## src/rtl/spmm_tile_sequencer.sv

```systemverilog
// Control FSM for the SpMM engine: sequences rhs load, PE compute window
// and output drain, tracking weight- and output-stationary state.
module spmm_tile_sequencer #(
    parameter int N              = 16,
    parameter int COMPUTE_CYCLES = 22,
    localparam int LGN = $clog2(N),
    localparam int BW  = LGN - 2,
    localparam int CW  = $clog2(COMPUTE_CYCLES + 1)
) (
    input  logic           clock,
    input  logic           reset,
    input  logic           rhs_start,
    input  logic           lhs_start,
    input  logic           lhs_ws,
    input  logic           lhs_os,
    input  logic           out_start,
    output logic           rhs_ready,
    output logic           lhs_ready_ns,
    output logic           lhs_ready_ws,
    output logic           lhs_ready_os,
    output logic           lhs_ready_wos,
    output logic           out_ready,
    output logic           rhs_wr_en,
    output logic [LGN-1:0] rhs_row_base,
    output logic           pe_start,
    output logic           acc_en,
    output logic           out_rd_en,
    output logic [LGN-1:0] out_row_base,
    output logic           out_last,
    output logic           lhs_reject,
    output logic           busy
);

    typedef enum logic [2:0] {
        S_IDLE,
        S_ARMED,
        S_LOAD,
        S_COMPUTE,
        S_DRAIN
    } state_t;

    localparam logic [BW-1:0] LAST_BEAT = BW'(N / 4 - 1);
    localparam logic [CW-1:0] CMAX      = CW'(COMPUTE_CYCLES);

    state_t        state_q, state_d;
    logic          rhs_keep_q, rhs_keep_d;
    logic          acc_pending_q, acc_pending_d;
    logic [BW-1:0] beat_q, beat_d;
    logic [CW-1:0] cnt_q, cnt_d;
    logic          ws_q, ws_d;
    logic          os_q, os_d;
    logic          reject_q, reject_d;

    logic idle_armed, armed;
    logic out_acc, rhs_acc, lhs_acc, lhs_ok;

    assign idle_armed    = (state_q == S_IDLE) || (state_q == S_ARMED);
    assign armed         = (state_q == S_ARMED);
    assign rhs_ready     = idle_armed;
    assign out_ready     = idle_armed & acc_pending_q;
    assign lhs_ready_ns  = armed & ~acc_pending_q;
    assign lhs_ready_ws  = armed & ~acc_pending_q;
    assign lhs_ready_os  = armed & acc_pending_q;
    assign lhs_ready_wos = armed & acc_pending_q;
    assign busy          = ~idle_armed;
    assign lhs_reject    = reject_q;

    // An lhs op is only legal when its os flavour matches the pending result.
    assign lhs_ok  = lhs_ws ? (lhs_os ? lhs_ready_wos : lhs_ready_ws)
                            : (lhs_os ? lhs_ready_os : lhs_ready_ns);
    assign out_acc = out_start & out_ready;
    assign rhs_acc = rhs_start & rhs_ready & ~out_acc;
    assign lhs_acc = lhs_start & lhs_ok & ~out_acc & ~rhs_acc;

    always_comb begin
        state_d       = state_q;
        rhs_keep_d    = rhs_keep_q;
        acc_pending_d = acc_pending_q;
        beat_d        = beat_q;
        cnt_d         = cnt_q;
        ws_d          = ws_q;
        os_d          = os_q;
        reject_d      = lhs_start & ~lhs_acc;
        rhs_wr_en     = 1'b0;
        pe_start      = 1'b0;
        acc_en        = 1'b0;
        out_rd_en     = 1'b0;
        out_last      = 1'b0;
        unique case (state_q)
            S_IDLE, S_ARMED: begin
                if (out_acc) begin
                    state_d = S_DRAIN;
                    beat_d  = '0;
                end else if (rhs_acc) begin
                    rhs_wr_en = 1'b1;
                    state_d   = S_LOAD;
                    beat_d    = BW'(1);
                end else if (lhs_acc) begin
                    state_d = S_COMPUTE;
                    cnt_d   = CW'(1);
                    ws_d    = lhs_ws;
                    os_d    = lhs_os;
                end
            end
            S_LOAD: begin
                rhs_wr_en = 1'b1;
                if (beat_q == LAST_BEAT) begin
                    state_d    = S_ARMED;
                    rhs_keep_d = 1'b1;
                    beat_d     = '0;
                end else begin
                    beat_d = beat_q + BW'(1);
                end
            end
            S_COMPUTE: begin
                pe_start = (cnt_q == CW'(1));
                acc_en   = os_q;
                if (cnt_q == CMAX) begin
                    state_d       = ws_q ? S_ARMED : S_IDLE;
                    rhs_keep_d    = ws_q;
                    acc_pending_d = 1'b1;
                    cnt_d         = '0;
                end else begin
                    cnt_d = cnt_q + CW'(1);
                end
            end
            S_DRAIN: begin
                out_rd_en = 1'b1;
                out_last  = (beat_q == LAST_BEAT);
                if (beat_q == LAST_BEAT) begin
                    state_d       = rhs_keep_q ? S_ARMED : S_IDLE;
                    acc_pending_d = 1'b0;
                    beat_d        = '0;
                end else begin
                    beat_d = beat_q + BW'(1);
                end
            end
            default: state_d = S_IDLE;
        endcase
    end

    assign rhs_row_base = rhs_wr_en ? {beat_q, 2'b00} : '0;
    assign out_row_base = out_rd_en ? {beat_q, 2'b00} : '0;

    always_ff @(posedge clock) begin
        if (reset) begin
            state_q       <= S_IDLE;
            rhs_keep_q    <= 1'b0;
            acc_pending_q <= 1'b0;
            beat_q        <= '0;
            cnt_q         <= '0;
            ws_q          <= 1'b0;
            os_q          <= 1'b0;
            reject_q      <= 1'b0;
        end else begin
            state_q       <= state_d;
            rhs_keep_q    <= rhs_keep_d;
            acc_pending_q <= acc_pending_d;
            beat_q        <= beat_d;
            cnt_q         <= cnt_d;
            ws_q          <= ws_d;
            os_q          <= os_d;
            reject_q      <= reject_d;
        end
    end

endmodule

```

## config.mk

```make
export PLATFORM = sky130hd
export DESIGN_NAME = spmm_tile_sequencer
export DESIGN_NICKNAME = d
export VERILOG_FILES = /design/src/rtl/spmm_tile_sequencer.sv
export SDC_FILE = /design/constraint.sdc
export NUM_CORES = 1
export LEC_CHECK = 0
export BUFFER_PORTS_ARGS = -buffer_cell sky130_fd_sc_hd__buf_2
export CAP_MARGIN = 15
export CORE_MARGIN = 10
export CORE_UTILIZATION = 50
export DETAILED_ROUTE_END_ITERATION = 8
export GPL_TIMING_DRIVEN = 1
export PLACE_DENSITY_LB_ADDON = 0.08
export SLEW_MARGIN = 15
export SYNTH_ARGS = -nofsm -noshare
export SYNTH_HDL_FRONTEND = slang
export SYNTH_SLANG_ARGS = --single-unit
```

## constraint.sdc

```tcl
create_clock -name clock -period 1.7 [get_ports clock]
set_clock_uncertainty 0.15 [all_clocks]
set_input_delay 0.255 -clock clock [delete_from_list [all_inputs] [get_ports clock]]
set_output_delay 0.255 -clock clock [all_outputs]
set_load 0.005 [all_outputs]
```

## Yosys cells after proc, flatten, opt, wreduce, memory -nomap -nowiden

Cells that the tools add are included.

| word-level totals | value |
|---|---|
| bits in registers | 15 |
| word-level logic and storage cells | 88 |

| cells by class | value |
|---|---|
| add/subtract/negate cells | 2 |
| equality and inequality tests | 15 |
| multiplexer cells | 34 |
| bitwise operators | 15 |
| reductions and logical operators | 14 |

Operators by type and width:

| operator | count |
|---|---|
| $mux W5 | 4 |
| $mux W3 | 6 |
| $mux W1 | 13 |
| $ne A2 B2 Y1 const B | 6 |
| $pmux W3 S4 | 1 |
| $reduce_and A4 Y1 | 3 |
| $and A1 B1 Y1 | 10 |
| $pmux W5 S2 | 1 |
| $mux W4 | 2 |
| $reduce_bool A2 Y1 | 4 |
| $eq A3 B2 Y1 const B | 2 |
| $mux W2 | 3 |
| $pmux W1 S2 | 3 |
| $reduce_and A3 Y1 | 2 |
| $add A5 B1 Y5 const B | 1 |
| $eq A5 B1 Y1 const B | 1 |
| $eq A5 B5 Y1 const B | 1 |
| $not A1 Y1 | 5 |
| $ne A4 B4 Y1 const B | 1 |
| $pmux W2 S2 | 1 |
| $reduce_or A2 Y1 | 2 |
| $eq A3 B1 Y1 const B | 1 |
| $eq A3 B3 Y1 const B | 1 |
| $logic_not A3 Y1 | 1 |
| other kinds (5) | 5 |

## Logic depth before layout (Yosys ltp)

| depth | value |
|---|---|
| word-level depth | 12 |
| gate-level depth with buffers | 6 |
| gate-level depth less buffers | 6 |

## Worst setup path after synthesis

No wires, ideal clock.

| path | value |
|---|---|
| path kind | register -> output |
| start | reg state_q[1] |
| end | out lhs_ready_ws |
| arrival | 1.204 ns |
| required time | 1.295 ns |
| slack | 0.091 ns |
| cell stages (with the launch flop) | 6 |
| path buffers | 2 |
| path through | dfxtp_1 buf_6 nor2_2 inv_1 nor3_1 buf_4 |

| between the ends | value |
|---|---|
| longest elaborated chain between the ends | 2 |

RTL lines:

| item | RTL line | text |
|---|---|---|
| start, declared | 45 | `state_t state_q, state_d;` |
| start signal, assigned | 156 | `state_q <= state_d;` |
| $eq A3 B1 Y1 | 58 | `assign armed = (state_q == S_ARMED);` |
| $and A1 B1 Y1 | n/a |  |
| end, declared | 19 | `output logic lhs_ready_ws,` |

No other way between the ends.

## Worst setup path in the final report

| path | value |
|---|---|
| start | reg beat_q[0] |
| end | out out_last |

| between the ends | value |
|---|---|
| longest elaborated chain between the ends | 2 |

RTL lines:

| item | RTL line | text |
|---|---|---|
| start, declared | 48 | `logic [BW-1:0] beat_q, beat_d;` |
| start signal, assigned | 159 | `beat_q <= beat_d;` |
| $eq A2 B2 Y1 | 129 | `out_last = (beat_q == LAST_BEAT);` |
| $mux W1 | 89 | `unique case (state_q)` |
| end, declared | 29 | `output logic out_last,` |

No other way between the ends.

==> metrics.md <==
| Metric | Value |
|---|---|
| P per Cell Area | `approximately 700 nW/um2` |
| CP Class | `reg -> out` |
| #FFs+latches synth | `15` |
| N_diodes | `0` |
| Critical R2R Launch | `state_q[1]` |
| Hold/Removal Path Class | `in -> reg` |
| GR Util All Layers | `roughly an eighth` |
| Drt total wl | `around 2700 um` |
| Hold Vio Cnt, Final | `0` |
| CTS H-tree depth | `1` |
| Leading area contributor after synthesis | `dfxtp_1` |
| Die W | `around 65 um` |
| DP Wirelength | `roughly 1800 um` |
| Via density | `approximately 5.5` |
| Number of port buffers | `23` |
| CTS Root Cell | `clkbuf_4` |
| RSZ-0062 raised after global routing | `true` |
| Die Y-Extent | `64.6 um` |
| # nets final | `160` |
| Post-synthesis async set-or-reset flop share | `0%` |
| Fin. max-slew vios | `0` |
| Setup crit end kind | `primary output` |
| Lkg Pwr | `slightly below 0.6 nW` |
| Count of different cell masters after synthesis | `40` |
| Core ar. | `1920 um2` |
| GR Overflow Total | `0` |
| Final worst slack | `slightly below 0.007 ns` |
| DRC viols | `0` |
| DRT iter0 DRCs | `25` |
| Final core occ | `between 60% and 70%` |
| Final worst-path cycle share | `roughly 100%` |
| Yosys Warn Count | `0` |
| Vias in the first global route | `between 900 and 1000` |
| Final Non-Filler Cells | `175` |
| Starting density of the core | `51.7%` |
| Post-Synthesis Cells | `roughly 120` |
| Worst slack, placed | `~0.096 ns` |
| Worst vdd ir | `0.000475 V` |
| CP Data Arrival Time | `roughly 1.3 ns` |
| Ranking of synthesized cells by area | `dfxtp_1 (30%), buf_4 (5.3%), a21oi_1 (5.0%)` |
| Yosys top cell area share | `a little under a third` |
| Avg Synthesized Cell Area | `around 8.5 um2` |
| Drt pass-1 iters | `4` |
| Status | `completed` |
| Top post-synthesis cells by count | `dfxtp_1 (15), a21oi_1 (10), nor2_1 (9)` |
| CTS buffer count | `3` |
| CTS max path bufs | `2` |
| Die area | `4170 um2` |
| Antenna violations before repair | `0` |
| Clock sinks | `15` |
| Routed Antenna Nets | `0` |
| Post-synthesis cell area | `~990 um2` |
| Top FF cell, synth | `dfxtp_1` |
| Count leader, synth | `dfxtp_1` |
| Critical path startpoint category | `flop` |
| # rows | `16` |
| Critical path required time | `between 1 and 1.5 ns` |
| Area added between synthesis and finish | `29.6%` |
| Worst hold start | `lhs_ws` |
| Min Tclk post-route | `1.69 ns` |
| Sequential element share of the synthesized area | `a little under a third` |
| Worst setup path startpoint | `beat_q[0]` |
| Clk Latency, worst-skew pair | `0.28 ns` |
| Final GP Congestion | `0.803` |
| Hold-fix buffers, CTS | `0` |
| Top Ports | `28` |
| DR WL/cell | `approximately 15 um` |
| Largest net degree at the start of global routing | `16` |
| Final setup fails | `0` |
| Post-synth EDFFs | `0` |
| Fmax | `around 590 MHz` |
| TritonCTS clock tree | `yes` |
| CP max FO | `5` |
| First-pass GRT wire length | `4250 um` |
| # Max-Cap Violations | `0` |
| Fraction of layout cells with a size suffix above 1 | `roughly 41%` |
| Placed cell count | `roughly 160` |
| Vias | `between 900 and 1000` |
| Reg clk slew, reported paths | `roughly 0.080 ns` |
==> area by class of cell <==
class                   instances  area [um2]
inverters                       5        18.8
well taps                      27        33.8
repair buffers                 34         228
clock buffers                   4        26.3
fillers                       168         634
flip-flops and latches         15         317
multi-input cells              90         664
==> registers in the layout (all words and copies together), names as in the netlist <==
register and cells:
acc_pending_q 1, beat_q 2, cnt_q 5, lhs_reject 1, os_q 1, rhs_keep_q 1
state_q 3, ws_q 1
==> routing by layer <==
metal | part of all wire [%] | track usage (%) | up-vias
li1 | - | - | 473
met1 | 44 | 13.7 | 464
met2 | 50 | 20.3 | 21
met3 | 5.5 | 6.01 | 2
met4 | 0.44 | 3.21 | 0
met5 | 0 | 0 | -
==> where the power goes <==
part,switching [mW],internal [mW]
Clock,0.107,0.0911
Sequential,0.0400,0.372
Combinational,0.140,0.132
Total,0.287,0.595
==> worst max-delay path, cell delays in order, from the launching register on <==
cell     delay (ns)
dfxtp_1        0.41
ha_1           0.31
and2_4         0.20
buf_6          0.08
==> what timing repair did <==
| action | CTS | global route |
|---|---|---|
| setup endpoints to repair | 14 | 17 |
| pin swaps | 1 | 4 |
| buffers inserted | 3 | 5 |
| resized for setup | 17 | 11 |
==> cell families (layout without fill, tap and decap cells) <==
logic type | Yosys count | after routing | synth area share [%]
buffers and inverters | 15 | 43 | 9.82
muxes | 2 | 2 | 2.02
xor gates and xnor gates | 2 | 2 | 1.76
AOI/OAI and AO/OA | 27 | 27 | 21.2
adders and majority gates | 4 | 4 | 5.04
and+or+nand+nor | 51 | 51 | 29.6
DFF | 15 | 15 | 30.2
other | 1 | 4 | 0.377
==> cell usage in the layout, fill, tap and decap left out, drive strengths merged, types with 2 or more instances in the layout <==
cell type	count
o21ai	2
and2	7
xnor2	2
and3b	3
conb	4
nand2	7
buf	33
nand3	7
nand2b	2
nor3	4
inv	5
nor4	2
dfxtp	15
a21oi	10
mux2i	2
clkbuf	5
ha	4
a31oi	5
nor2	10
nand3b	3
==> path summary, 6_finish.rpt <==
check | slack, ns | cells after the start | to
worst max-delay path | 0.007 | 3 | out_last
worst min-delay path | 0.06 | 3 | ws_q
worst max register to register | 0.12 | 6 | cnt_q[1]
worst min register to register | 0.36 | 2 | os_q
==> per-stage QoR <==
step | TNS, ns | instance area, um2 | hold slack, ns | power (mW)
final | 0 | 1290 | 0.0571 | 0.882
after global routing | -0.360 | 1290 | 0.0829 | 0.942
after floorplan | 0 | 1000 | 0.171 | 0.569
after CTS | 0 | 1200 | 0.0462 | 0.853
after detailed placement | 0 | 1100 | 0.341 | 0.620
after global placement | 0 | 1100 | 0.322 | 0.618
Note: power is estimated with default switching activity, not from simulation.
